## src/rtl/golomb_bit_packer_pkg.sv

```systemverilog
// golomb_bit_packer_pkg: shared constants and state encoding for the Golomb bit packer
package golomb_bit_packer_pkg;
    localparam int DEF_LIMIT = 32;
    localparam int DEF_QBPP  = 8;
    localparam int K_MAX     = 14;
    localparam int ESC_ZEROS = DEF_LIMIT - DEF_QBPP - 1;

    typedef enum logic [1:0] {IDLE, ZEROS, SUFFIX, FLUSH} state_t;

    function automatic int sfx_max(input int qbpp);
        return qbpp > K_MAX ? qbpp : K_MAX;
    endfunction
endpackage

```

## src/rtl/golomb_code_former.sv

```systemverilog
// golomb_code_former: splits (merrval, k) into unary zero run and binary suffix, escape included
module golomb_code_former
    import golomb_bit_packer_pkg::*;
#(
    parameter int MERR_WIDTH = 16,
    parameter int K_WIDTH    = 4,
    parameter int LIMIT      = DEF_LIMIT,
    parameter int QBPP       = DEF_QBPP,
    parameter int ZW         = 5,
    parameter int SFW        = 14,
    parameter int LW         = 4
) (
    input  logic [MERR_WIDTH-1:0] merrval,
    input  logic [K_WIDTH-1:0]    k,
    output logic [ZW-1:0]         zero_count,
    output logic [SFW-1:0]        suffix_val,
    output logic [LW-1:0]         suffix_len
);
    localparam int ESC = LIMIT - QBPP - 1;

    logic [MERR_WIDTH-1:0] q, kmask, emask, m1;
    logic                  esc;

    always_comb begin
        q          = merrval >> k;
        esc        = q >= MERR_WIDTH'(ESC);
        kmask      = ~({MERR_WIDTH{1'b1}} << k);
        emask      = ~({MERR_WIDTH{1'b1}} << QBPP);
        m1         = merrval - MERR_WIDTH'(1);
        zero_count = esc ? ZW'(ESC) : ZW'(q);
        suffix_val = esc ? SFW'(m1 & emask) : SFW'(merrval & kmask);
        suffix_len = esc ? LW'(QBPP) : LW'(k);
    end
endmodule

```

## src/rtl/golomb_bit_packer.sv

```systemverilog
// golomb_bit_packer: JPEG-LS limited-length Golomb codeword packer into a 0xFF-stuffed byte stream
module golomb_bit_packer
    import golomb_bit_packer_pkg::*;
#(
    parameter int MERR_WIDTH = 16,
    parameter int K_WIDTH    = 4,
    parameter int LIMIT      = DEF_LIMIT,
    parameter int QBPP       = DEF_QBPP
) (
    input  logic                  clk,
    input  logic                  rst_n,
    input  logic                  in_valid,
    output logic                  in_ready,
    input  logic [MERR_WIDTH-1:0] merrval,
    input  logic [K_WIDTH-1:0]    k,
    input  logic                  flush,
    output logic                  out_valid,
    input  logic                  out_ready,
    output logic [7:0]            out_byte,
    output logic                  flush_done
);
    localparam int ESC = LIMIT - QBPP - 1;
    localparam int SW  = sfx_max(QBPP) + 1;
    localparam int ZW  = $clog2(ESC + 1);
    localparam int LW  = $clog2(SW + 1);

    state_t        state_q, state_d;
    logic [ZW-1:0] zr_q, zr_d, zc;
    logic [SW-1:0] sv_q, sv_d, chunk;
    logic [SW-2:0] sfx;
    logic [LW-1:0] sl_q, sl_d, sfx_len;
    logic [7:0]    acc_q, acc_d, byte_q, byte_d, tmp, raw, nb, rem;
    logic [3:0]    cnt_q, cnt_d, cap, free, n;
    logic          stuff_q, stuff_d, ov_q, ov_d, pend_q, pend_d;
    logic          can_out, accept, done, mv, full, pad, wr;

    golomb_code_former #(
        .MERR_WIDTH(MERR_WIDTH), .K_WIDTH(K_WIDTH), .LIMIT(LIMIT), .QBPP(QBPP),
        .ZW(ZW), .SFW(SW - 1), .LW(LW)
    ) u_former (
        .merrval(merrval), .k(k), .zero_count(zc), .suffix_val(sfx), .suffix_len(sfx_len)
    );

    always_ff @(posedge clk) begin
        if (!rst_n) begin
            state_q <= IDLE;
            zr_q    <= '0;
            sv_q    <= '0;
            sl_q    <= '0;
            acc_q   <= '0;
            cnt_q   <= '0;
            byte_q  <= '0;
            stuff_q <= 1'b0;
            ov_q    <= 1'b0;
            pend_q  <= 1'b0;
        end else begin
            state_q <= state_d;
            zr_q    <= zr_d;
            sv_q    <= sv_d;
            sl_q    <= sl_d;
            acc_q   <= acc_d;
            cnt_q   <= cnt_d;
            byte_q  <= byte_d;
            stuff_q <= stuff_d;
            ov_q    <= ov_d;
            pend_q  <= pend_d;
        end
    end

    // Bits only move when the byte they might complete has somewhere to go.
    always_comb begin
        can_out = !ov_q || out_ready;
        accept  = in_valid && in_ready;
        done    = cnt_q == 4'd0 && !ov_q;
        cap     = stuff_q ? 4'd7 : 4'd8;
        free    = cap - cnt_q;
        rem     = state_q == ZEROS ? 8'(zr_q) : 8'(sl_q);
        n       = rem < 8'(free) ? rem[3:0] : free;
        mv      = can_out && (state_q == ZEROS || state_q == SUFFIX);
        full    = cnt_q + n == cap;
        chunk   = state_q == SUFFIX ? (sv_q >> (sl_q - LW'(n))) & ~({SW{1'b1}} << n) : '0;
        tmp     = (acc_q << n) | 8'(chunk);
        pad     = state_q == FLUSH && can_out && cnt_q != 4'd0;
        wr      = (mv && full) || pad;
        raw     = pad ? acc_q << (cap - cnt_q) : tmp;
        nb      = stuff_q ? {1'b0, raw[6:0]} : raw;
        ov_d    = wr || (ov_q && !out_ready);
        byte_d  = wr ? nb : byte_q;
        stuff_d = wr ? nb == 8'hFF : stuff_q;
        acc_d   = wr ? 8'd0 : mv ? tmp : acc_q;
        cnt_d   = wr ? 4'd0 : mv ? cnt_q + n : cnt_q;
        zr_d    = accept ? zc : (mv && state_q == ZEROS) ? zr_q - ZW'(n) : zr_q;
        sv_d    = accept ? SW'(sfx) | (SW'(1) << sfx_len) : sv_q;
        sl_d    = accept ? sfx_len + LW'(1) : (mv && state_q == SUFFIX) ? sl_q - LW'(n) : sl_q;
        pend_d  = (state_q == ZEROS || state_q == SUFFIX) ? pend_q || flush : accept && flush;
    end

    always_comb begin
        state_d = state_q;
        case (state_q)
            IDLE:    state_d = accept ? (zc == '0 ? SUFFIX : ZEROS) : (flush || pend_q) ? FLUSH : IDLE;
            ZEROS:   if (mv && zr_q == ZW'(n)) state_d = SUFFIX;
            SUFFIX:  if (mv && sl_q == LW'(n)) state_d = IDLE;
            default: if (done) state_d = IDLE;
        endcase
    end

    always_comb begin
        in_ready   = rst_n && state_q == IDLE && !pend_q;
        flush_done = rst_n && state_q == FLUSH && done;
        out_valid  = ov_q;
        out_byte   = byte_q;
    end
endmodule

```

## config.mk

```make
export PLATFORM = sky130hd
export DESIGN_NAME = golomb_bit_packer
export DESIGN_NICKNAME = d
export VERILOG_FILES = /design/src/rtl/golomb_bit_packer_pkg.sv /design/src/rtl/golomb_code_former.sv /design/src/rtl/golomb_bit_packer.sv
export SDC_FILE = /design/constraint.sdc
export NUM_CORES = 1
export LEC_CHECK = 0
export ABC_CLOCK_PERIOD_IN_PS = 6800
export CAP_MARGIN = 20
export CORE_MARGIN = 2
export CORE_UTILIZATION = 50
export DETAILED_ROUTE_END_ITERATION = 10
export PLACE_DENSITY = 0.69
export RECOVER_POWER = 25
export SKIP_LAST_GASP = 1
export SLEW_MARGIN = 20
export SYNTH_ARGS = -nofsm -noshare
export SYNTH_HDL_FRONTEND = slang
export SYNTH_SLANG_ARGS = --single-unit
```

## constraint.sdc

```tcl
create_clock -name clk -period 6.8 [get_ports clk]
set_input_delay 0.68 -clock clk [delete_from_list [all_inputs] [get_ports clk]]
set_output_delay 0.68 -clock clk [all_outputs]
set_load 0.05 [all_outputs]
```

# [Word level (Yosys, flattened, before mapping)]
# Index checks and enable logic that the tools add are counted.
# W data, S select, Z words.
[totals] output_inout_bits=11 elab_cells=95 reg_bits=49
[op_classes] mux=21 reduce_logical=33 n_shift=7 n_eq_ne=9 addsub=6 n_bitwise=7 magnitude_cmp=2
[ops] op="$mux W8" n=3
[ops] op="$mux W4" n=5
[ops] op="$mux W5" n=4
[ops] op="$ge A16 B5 Y1 const B" n=1
[ops] op="$logic_and A1 B1 Y1" n=16
[ops] op="$shl A16 B4 Y14 const A" n=1
[ops] op="$shl A8 B4 Y8" n=2
[ops] op="$shr A16 B4 Y16" n=1
[ops] op="$or A14 B15 Y15" n=1
[ops] op="$shl A1 B4 Y15 const A" n=1
[ops] op="$shl A15 B4 Y8 const A" n=1
[ops] op="$shr A15 B4 Y8" n=1
[ops] op="$and A14 B14 Y14" n=1
[ops] op="$mux W14" n=1
[ops] op="$not A14 Y14" n=1
[ops] op="$mux W2" n=6
[ops] op="$and A8 B8 Y8" n=1
[ops] op="$eq A4 B4 Y1" n=2
[ops] op="$eq A8 B8 Y1 const B" n=1
[ops] op="$not A8 Y8" n=1
[ops] op="$or A8 B8 Y8" n=1
[ops] op="$reduce_bool A4 Y1" n=2
[ops] op="$sub A4 B4 Y4" n=2
[ops] op="$sub A8 B1 Y8 const B" n=1
[ops] op="other kinds (19)" n=28

# [Longest topological paths before layout]
# Gate-level depths: netlist of run 1.
[depth] depth_word=12 mapped_depth=27 ltp_nobuf=24

# [Hierarchy]
# A second synthesis of run 1 with hierarchy kept.
[unflattened] hier_cells=713 hier_area_um2=5520.3
[modules_own_cells] module="golomb_bit_packer" cells_per_inst=587 area_per_inst_um2=4439.3 n_inst=1
[modules_own_cells] module="golomb_code_former" cells_per_inst=126 area_per_inst_um2=1081.0 n_inst=1

# [Worst setup path after synthesis of run 1]
# Ideal clock, no wire load.
[synth_timing] kind="register -> register" start="reg stuff_q" end="reg stuff_q" path_slack_ns=0.968 stages_incl_launch_ff=25 t_arrival_ns=5.773 synth_period_minus_slack_ns=5.832 setup_time_ns=0.059 n_path_buf=4 path_cell_list="dfxtp_1 inv_1 ha_1 inv_1 fa_1 clkbuf_1 inv_1 ha_1 nor2_1 a21oi_2 o22ai_2 mux2i_1 clkbuf_1 ha_1 inv_1 ha_1 clkbuf_1 buf_1 mux2i_1 mux2i_1 mux2i_1 o211a_1 o32a_1 nor4b_2 a31o_1"
[synth_between] elab_chain_len=12
[synth_lines] item="start, declared" line_no="golomb_bit_packer.sv:34" text="logic stuff_q, stuff_d, ov_q, ov_d, pend_q, pend_d;"
[synth_lines] item="start signal, assigned" line_no="golomb_bit_packer.sv:64" text="stuff_q <= stuff_d;"
[synth_lines] item="$mux W4" line_no="golomb_bit_packer.sv:75" text="cap = stuff_q ? 4'd7 : 4'd8;"
[synth_lines] item="$sub A4 B4 Y4" line_no="golomb_bit_packer.sv:76, golomb_bit_packer.sv:85"
[synth_lines] item="$lt A5 B4 Y1" line_no="golomb_bit_packer.sv:78" text="n = rem < 8'(free) ? rem[3:0] : free;"
[synth_lines] item="$mux W4" line_no="golomb_bit_packer.sv:78"
[synth_lines] item="$sub A4 B4 Y4 / $shl A15 B4 Y8 (equally long branches)" line_no="golomb_bit_packer.sv:81" text="chunk = state_q == SUFFIX ? (sv_q >> (sl_q - LW'(n))) & ~({SW{1'b1}} << n) : '0;"
[synth_lines] item="$shr A15 B4 Y8 / $not A8 Y8 (equally long branches)" line_no="golomb_bit_packer.sv:81"
[synth_lines] item="$and A8 B8 Y8" line_no="golomb_bit_packer.sv:81"
[synth_lines] item="$mux W8" line_no="golomb_bit_packer.sv:81"
[synth_lines] item="$or A8 B8 Y8" line_no="golomb_bit_packer.sv:82" text="tmp = (acc_q << n) | 8'(chunk);"
[synth_lines] item="$mux W8" line_no="golomb_bit_packer.sv:85" text="raw = pad ? acc_q << (cap - cnt_q) : tmp;"
[synth_lines] item="$mux W8" line_no="golomb_bit_packer.sv:86" text="nb = stuff_q ? {1'b0, raw[6:0]} : raw;"
[synth_lines] item="$eq A8 B8 Y1" line_no="golomb_bit_packer.sv:89" text="stuff_d = wr ? nb == 8'hFF : stuff_q;"
# Several ways; a longest one is shown, not always the timed one.
# A chain may end at the register's enable or synchronous reset.

# [Worst setup path after layout of run 1]
# Ends and elaborated chain as after synthesis.

==> results of run 1 <==
[power breakdown]
| group | total [mW] | switching [mW] | internal, mW |
|---|---|---|---|
| Clock | 0.195 | 0.117 | 0.0773 |
| Sequential | 0.421 | 0.0710 | 0.350 |
| Combinational | 2.62 | 1.61 | 1.01 |
[registers in the layout, indices dropped and copies added, names as in the netlist, 2 cells and up]
| signal | cells |
|---|---|
| acc_q | 8 |
| out_byte | 8 |
| sv_q | 15 |
| cnt_q | 4 |
| state_q | 2 |
| sl_q | 4 |
| zr_q | 5 |
[path summary, 6_finish.rpt]
check / from / endpoint / slack, ns
max: stuff_q$_SDFFE_PN0P_ / stuff_q$_SDFFE_PN0P_ / 0.50
min: pend_q$_SDFF_PN0_ / pend_q$_SDFF_PN0_ / 0.48
max reg2reg: stuff_q$_SDFFE_PN0P_ / stuff_q$_SDFFE_PN0P_ / 0.50
min reg2reg: pend_q$_SDFF_PN0_ / pend_q$_SDFF_PN0_ / 0.48
[logic make-up (layout without fill, tap and decap cells)]
family	after synthesis	count (layout)
AO/OA/AOI/OAI	182	182
XOR/XNOR	19	19
adder cells (fa/ha/maj)	26	26
buffers and inverters	72	78
flip-flops	49	49
multiplexers	79	79
AND/OR/NAND/NOR	233	233
[placed cells by master (no fill, tap or decap), drive strengths merged, types with 12 or more instances in the layout]
| cell type | n |
|---|---|
| nor2 | 71 |
| nand2 | 59 |
| mux2i | 49 |
| dfxtp | 49 |
| a21oi | 42 |
| o21ai | 41 |
| a211oi | 31 |
| inv | 25 |
| ha | 24 |
| clkdlybuf4s50 | 23 |
| nor3 | 21 |
| nand3 | 20 |
| mux2 | 17 |
| mux4 | 13 |
| dlygate4sd3 | 12 |
[critical path, cell delays in order (launching register included)]
cell,delay [ns]
dfxtp_1,0.43
inv_1,0.16
ha_1,0.15
inv_1,0.06
fa_1,0.75
inv_1,0.21
ha_1,0.31
nor2_1,0.17
a21oi_2,0.07
o21ba_2,0.21
o211ai_1,0.39
and2_1,0.40
inv_1,0.12
xnor2_1,0.16
ha_1,0.85
mux2i_1,0.33
mux2i_1,0.14
a21oi_1,0.31
a211oi_1,0.09
o31ai_1,0.57
nor4_1,0.11
a31o_1,0.20
[area by class of cell]
type | count | area (um^2)
sequential | 49 | 981
timing repair buffer | 44 | 418
fill | 974 | 4570
multi-input combinational | 539 | 3850
clock inverter | 3 | 28.8
tap | 136 | 170
clock buffer | 5 | 68.8
inverter | 26 | 97.6
[per-layer routing]
layer  share of wire, %  GRT usage, %  up-vias
met4                3.2          9.96        0
met5                  0             0        -
li1                   -             -     2459
met3                7.0          4.02       34
met1                 44          37.3     2419
met2                 46          43.1      227
[through the flow]
stage               setup slack [ns]  hold slack [ns]
finish                         0.497            0.482
global route                  0.0179            0.504
CTS                            0.628            0.483
detailed placement             0.670            0.468
global placement               0.938            0.457
floorplan                      0.968            0.443
==> flow_summary.ini, run 1 <==
[outcome]
status = complete, no violations

[clock_tree]
cts_tree = built
cts_resized = 0
cts_root_buffer = clkbuf_8
h-tree-depth = 2
post-cts-setup-buffers = 0
cts_buffers = 5
cts_sinks = 49
cts_buffer_depth = 2
clk_pin_slew_ns = 0.11
clk-insertion-delay-late_ns = 0.32
hold_buffers = 0

[synthesis]
yosysWarnings = 0
ys_seq_elements = 49
ys_seq_area_share_pct = 19.0
syn_avg_cell_area_um2 = 7.82
yosys.area_share.simple_pct = 21.9
synth-compound-area-share_pct = 23.6
yosys.cell_types.count = 73
synth_edf_count = 0
ys.flop_type = dfxtp_1
yosys.area.top_type = dfxtp_1
synth_fa_ha_area_share_pct = 6.59
async_flop_share_pct = 0
yosys-top-cells-area = dfxtp_1 19%, mux2i_1 9.5%, ha_1 5.8%, mux4_2 5.7%, nor2_1 5.0%
synthCells = 660
netlist.area_leader.share_pct = 19.0
synth_top_family_by_area = compound AO/OA/AOI/OAI gates
synth_nets = 711
synth_mux_area_share_pct = 18.9
synth.cell_area_um2 = 5160
yosysMostFrequentCell = nor2_1
synth_common_cells = 69 x nor2_1, 59 x nand2_1, 49 x dfxtp_1, 49 x mux2i_1, 41 x a21oi_1
synth_xor_area_share_pct = 3.73

[setup_path]
required_ns = 7.02
cp-end-kind = register
worstSetupStartpointType = register
arrival_ns = 6.53
cp_max_fo = 19
worstRegToRegCells = 21
crit_type = register to register

[job]
cap_violations = 0

[sta]
setup_viol = 0
setup_tns_ns = 0
max_freq_mhz = 159
tightest_slew_ns = 0.830
max_slew_margin_pct = 44.7
min_period_over_period_pct = 92.7
grt_setup_unrepaired = no
finalHoldViolations = 0
finalClockSkew_ns = 0.0239
min_period_ns = 6.30
slew_viol_final = 0

[die]
placementRows = 37
dieArea_um2 = 11200
start_util_pct = 50.7
chipWidth_um = 106
io_pins = 36
core_um2 = 10200
fp.dieH_um = 106

[placement]
gp_congestion = 0.898
dp_cells = 794
hpwl_um = 11300
io_buffer_count = 35
placedInstanceArea_um2 = 5520

[drt]
vias = 5139
drc = 0
ant_nets = 0
wl_per_cell_um = 18.4
first_pass_iters = 5
viasPerCell = 6.41
routed_wirelength_um = 14700
initialDrtViolationCount = 340

[pwr]
ir_drop_mv = 0.345
power.leakage_nw = 2.18
pwr_density_cell_nw_per_um2 = 576
power.total_mw = 3.24

[grt]
grt_max_degree = 34
antenna_found_initial = 0
grt_use_total_pct = 27.1
grt_pass1_wl_um = 24400
grt_pass1_vias = 4817
globalRouteOverflowTotal = 0

[finish]
stdcell_area_um2 = 5620
fin_nets = 716
fin_cells = 802
final_util_pct = 55.1
area_growth_pct = 8.75
drive_gt1_share_pct = 9.61
antenna_cells = 0

[min_path]
worstHoldPathType = register to register
hold_depth = 2
No activity file was read; power rests on OpenSTA's default activity.
==> run 2: changes to the inputs <==
--- a/config.mk
+++ b/config.mk
@@ -7,7 +7,7 @@
 export LEC_CHECK = 0
 export ABC_CLOCK_PERIOD_IN_PS = 6800
 export CAP_MARGIN = 20
-export CORE_MARGIN = 2
+export CORE_MARGIN = 3
 export CORE_UTILIZATION = 50
 export DETAILED_ROUTE_END_ITERATION = 10
 export PLACE_DENSITY = 0.69
==> run 2 against run 1 <==
Total power fell by 0.83%. Design area fell by 0.13%. Core utilization rose by 1.5 points. Final cell count fell by 0.37%. Flip-flop and latch count did not move. Clock skew fell by 0.013 ns. Critical path depth did not move. Wire length rose by 1.5%. First-iteration DRC count rose by 57%. Global-route usage fell by 1.2 points. Largest power group unchanged. Highest routed layer unchanged.
==> flow_summary.ini, run 2 (synthesis results as in run 1) <==
[outcome]
status = complete, no violations

[placement]
hpwl_um = 11500
gp_congestion = 1.00
io_buffer_count = 35

[pwr]
power_switching_mw = 1.79
p_clk_share_pct = 5.9
combPwrFrac_pct = 80.8
pwr_density_cell_nw_per_um2 = 572
swShare_pct = 55.9
seqPwrFrac_pct = 13.2
ir_drop_mv = 0.334
p_int_mw = 1.42
power.leakage_nw = 2.17

[sta]
min_period_ns = 6.18
finalHoldViolations = 0
setup_viol = 0
tightest_slew_ns = 0.988
slew_viol_final = 0
min_period_over_period_pct = 90.9
grt_setup_unrepaired = no
finalClockSkew_ns = 0.0112
setup_tns_ns = 0
max_freq_mhz = 162
max_slew_margin_pct = 33.9

[drt]
vias = 5157
drc = 0
viasPerCell = 6.45
ant_nets = 0
wl_per_cell_um = 18.7
routed_wirelength_um = 15000
first_pass_iters = 7
initialDrtViolationCount = 533

[setup_path]
required_ns = 7.03
worstSetupStartpointType = register
cp_slowest_stage_delay_ns = 0.77
cp-end-kind = register
cp_top_family = adder cells
path_common_cell = inv_1
crit_type = register to register
crit_slowest_cell = fa_1
cp_max_fo = 19
path_cells = inv_1, ha_1, inv_1, fa_1, inv_1, ha_1, nor2_1, a21oi_2, o21ba_2, o211ai_1, and2_1, inv_1, xnor2_1, ha_2, mux2_2, o21ai_0, mux2_2, a2111oi_0, a211oi_1, nor2_1, a31o_1
cp_num_buf_inv = 4
arrival_ns = 6.41

[grt]
globalRouteOverflowTotal = 0
grt_pass1_vias = 4809
grt_max_degree = 34
grt_pass1_wl_um = 24400
antenna_found_initial = 0
grt_use_total_pct = 25.9

[finish]
final_cell_mix = 69 x nor2_1, 59 x nand2_1, 49 x mux2i_1, 49 x dfxtp_1, 41 x a21oi_1
fin_nets = 716
largest_register_ffs = 15
drive_gt1_share_pct = 9.61
area_growth_pct = 8.60
max_flop_register = sv_q
final_util_pct = 56.6
mostFrequentLayoutCell = nor2_1
fillCellCount = 910
antenna_cells = 0

[clock_tree]
h-tree-depth = 2
clk-insertion-delay-late_ns = 0.32
cts_tree = built
clk_pin_slew_ns = 0.11
cts_buffer_depth = 2
hold_buffers = 0
post-cts-setup-buffers = 0
cts_sinks = 49
cts_buffers = 5
cts_root_buffer = clkbuf_8
cts_resized = 0

[die]
start_util_pct = 52.1
dieArea_um2 = 11600
core_um2 = 9910
fp.dieH_um = 108
placementRows = 36
chipWidth_um = 108
io_pins = 36

[job]
cap_violations = 0

[min_path]
worstHoldPathType = register to register
[run 2: cell count changes in the layout (fill, tap and decap cells not counted), sizes merged]
cell,before,now
dlygate4sd3,12,13
clkbuf,5,6
clkinv,4,3
inv,25,24
buf,9,8
clkinvlp,0,2
clkdlybuf4s50,23,22
[run 2: power by group through the flow]
| stage | sequential [mW] | combinational [mW] | clock, mW |
|---|---|---|---|
| after floorplan | 0.422 | 2.02 | 0 |
| after global placement | 0.427 | 2.50 | 0 |
| after detailed placement | 0.429 | 2.52 | 0 |
| after CTS | 0.423 | 2.54 | 0.193 |
| after global routing | 0.434 | 2.81 | 0.203 |
| final | 0.425 | 2.59 | 0.191 |
[run 2: final cells by class]
type | instances | area (um^2) | area share (%)
clock buffers | 5 | 68.8 | 1.23
clock inverters | 3 | 26.3 | 0.469
inverters | 26 | 97.6 | 1.74
multi-input cells | 539 | 3850 | 68.7
flip-flops and latches | 49 | 981 | 17.5
well taps | 133 | 166 | 2.97
repair buffers | 44 | 414 | 7.39
[run 2: through the flow]
stage	instance area (um^2)	setup WS [ns]	hold slack [ns]	power, mW	instances
after global routing	5610	0.272	0.516	3.45	799
after global placement	5520	0.757	0.463	2.93	791
after detailed placement	5520	0.579	0.467	2.95	791
after CTS	5620	0.550	0.485	3.15	799
after floorplan	5160	0.968	0.443	2.45	660
final	5610	0.616	0.478	3.21	799
[run 2: worst register-to-register path, cell delays in order (launching register included)]
cell and delay [ns]:
dfxtp_1 0.44, inv_1 0.16, ha_1 0.16, inv_1 0.06, fa_1 0.77, inv_1 0.20
ha_1 0.31, nor2_1 0.16, a21oi_2 0.06, o21ba_2 0.21, o211ai_1 0.39, and2_1 0.40
inv_1 0.13, xnor2_1 0.17, ha_2 0.65, mux2_2 0.39, o21ai_0 0.26, mux2_2 0.25
a2111oi_0 0.12, a211oi_1 0.49, nor2_1 0.11, a31o_1 0.23
[run 2: layer usage]
metal	routed length, um	track usage [%]	up-vias
met5	0	0	-
met4	123	4.51	0
met3	1520	7.14	14
met2	6410	39.3	226
met1	6920	37.0	2452
li1	-	-	2465
[run 2: final timing paths]
path | from | to | slack, ns | cells past startpoint
worst min register to register | sv_q[1]$_SDFFE_PN0P_ | sv_q[1]$_SDFFE_PN0P_ | 0.48 | 2
worst max-delay path | stuff_q$_SDFFE_PN0P_ | stuff_q$_SDFFE_PN0P_ | 0.62 | 21
worst min-delay path | sv_q[1]$_SDFFE_PN0P_ | sv_q[1]$_SDFFE_PN0P_ | 0.48 | 2
worst max register to register | stuff_q$_SDFFE_PN0P_ | stuff_q$_SDFFE_PN0P_ | 0.62 | 21
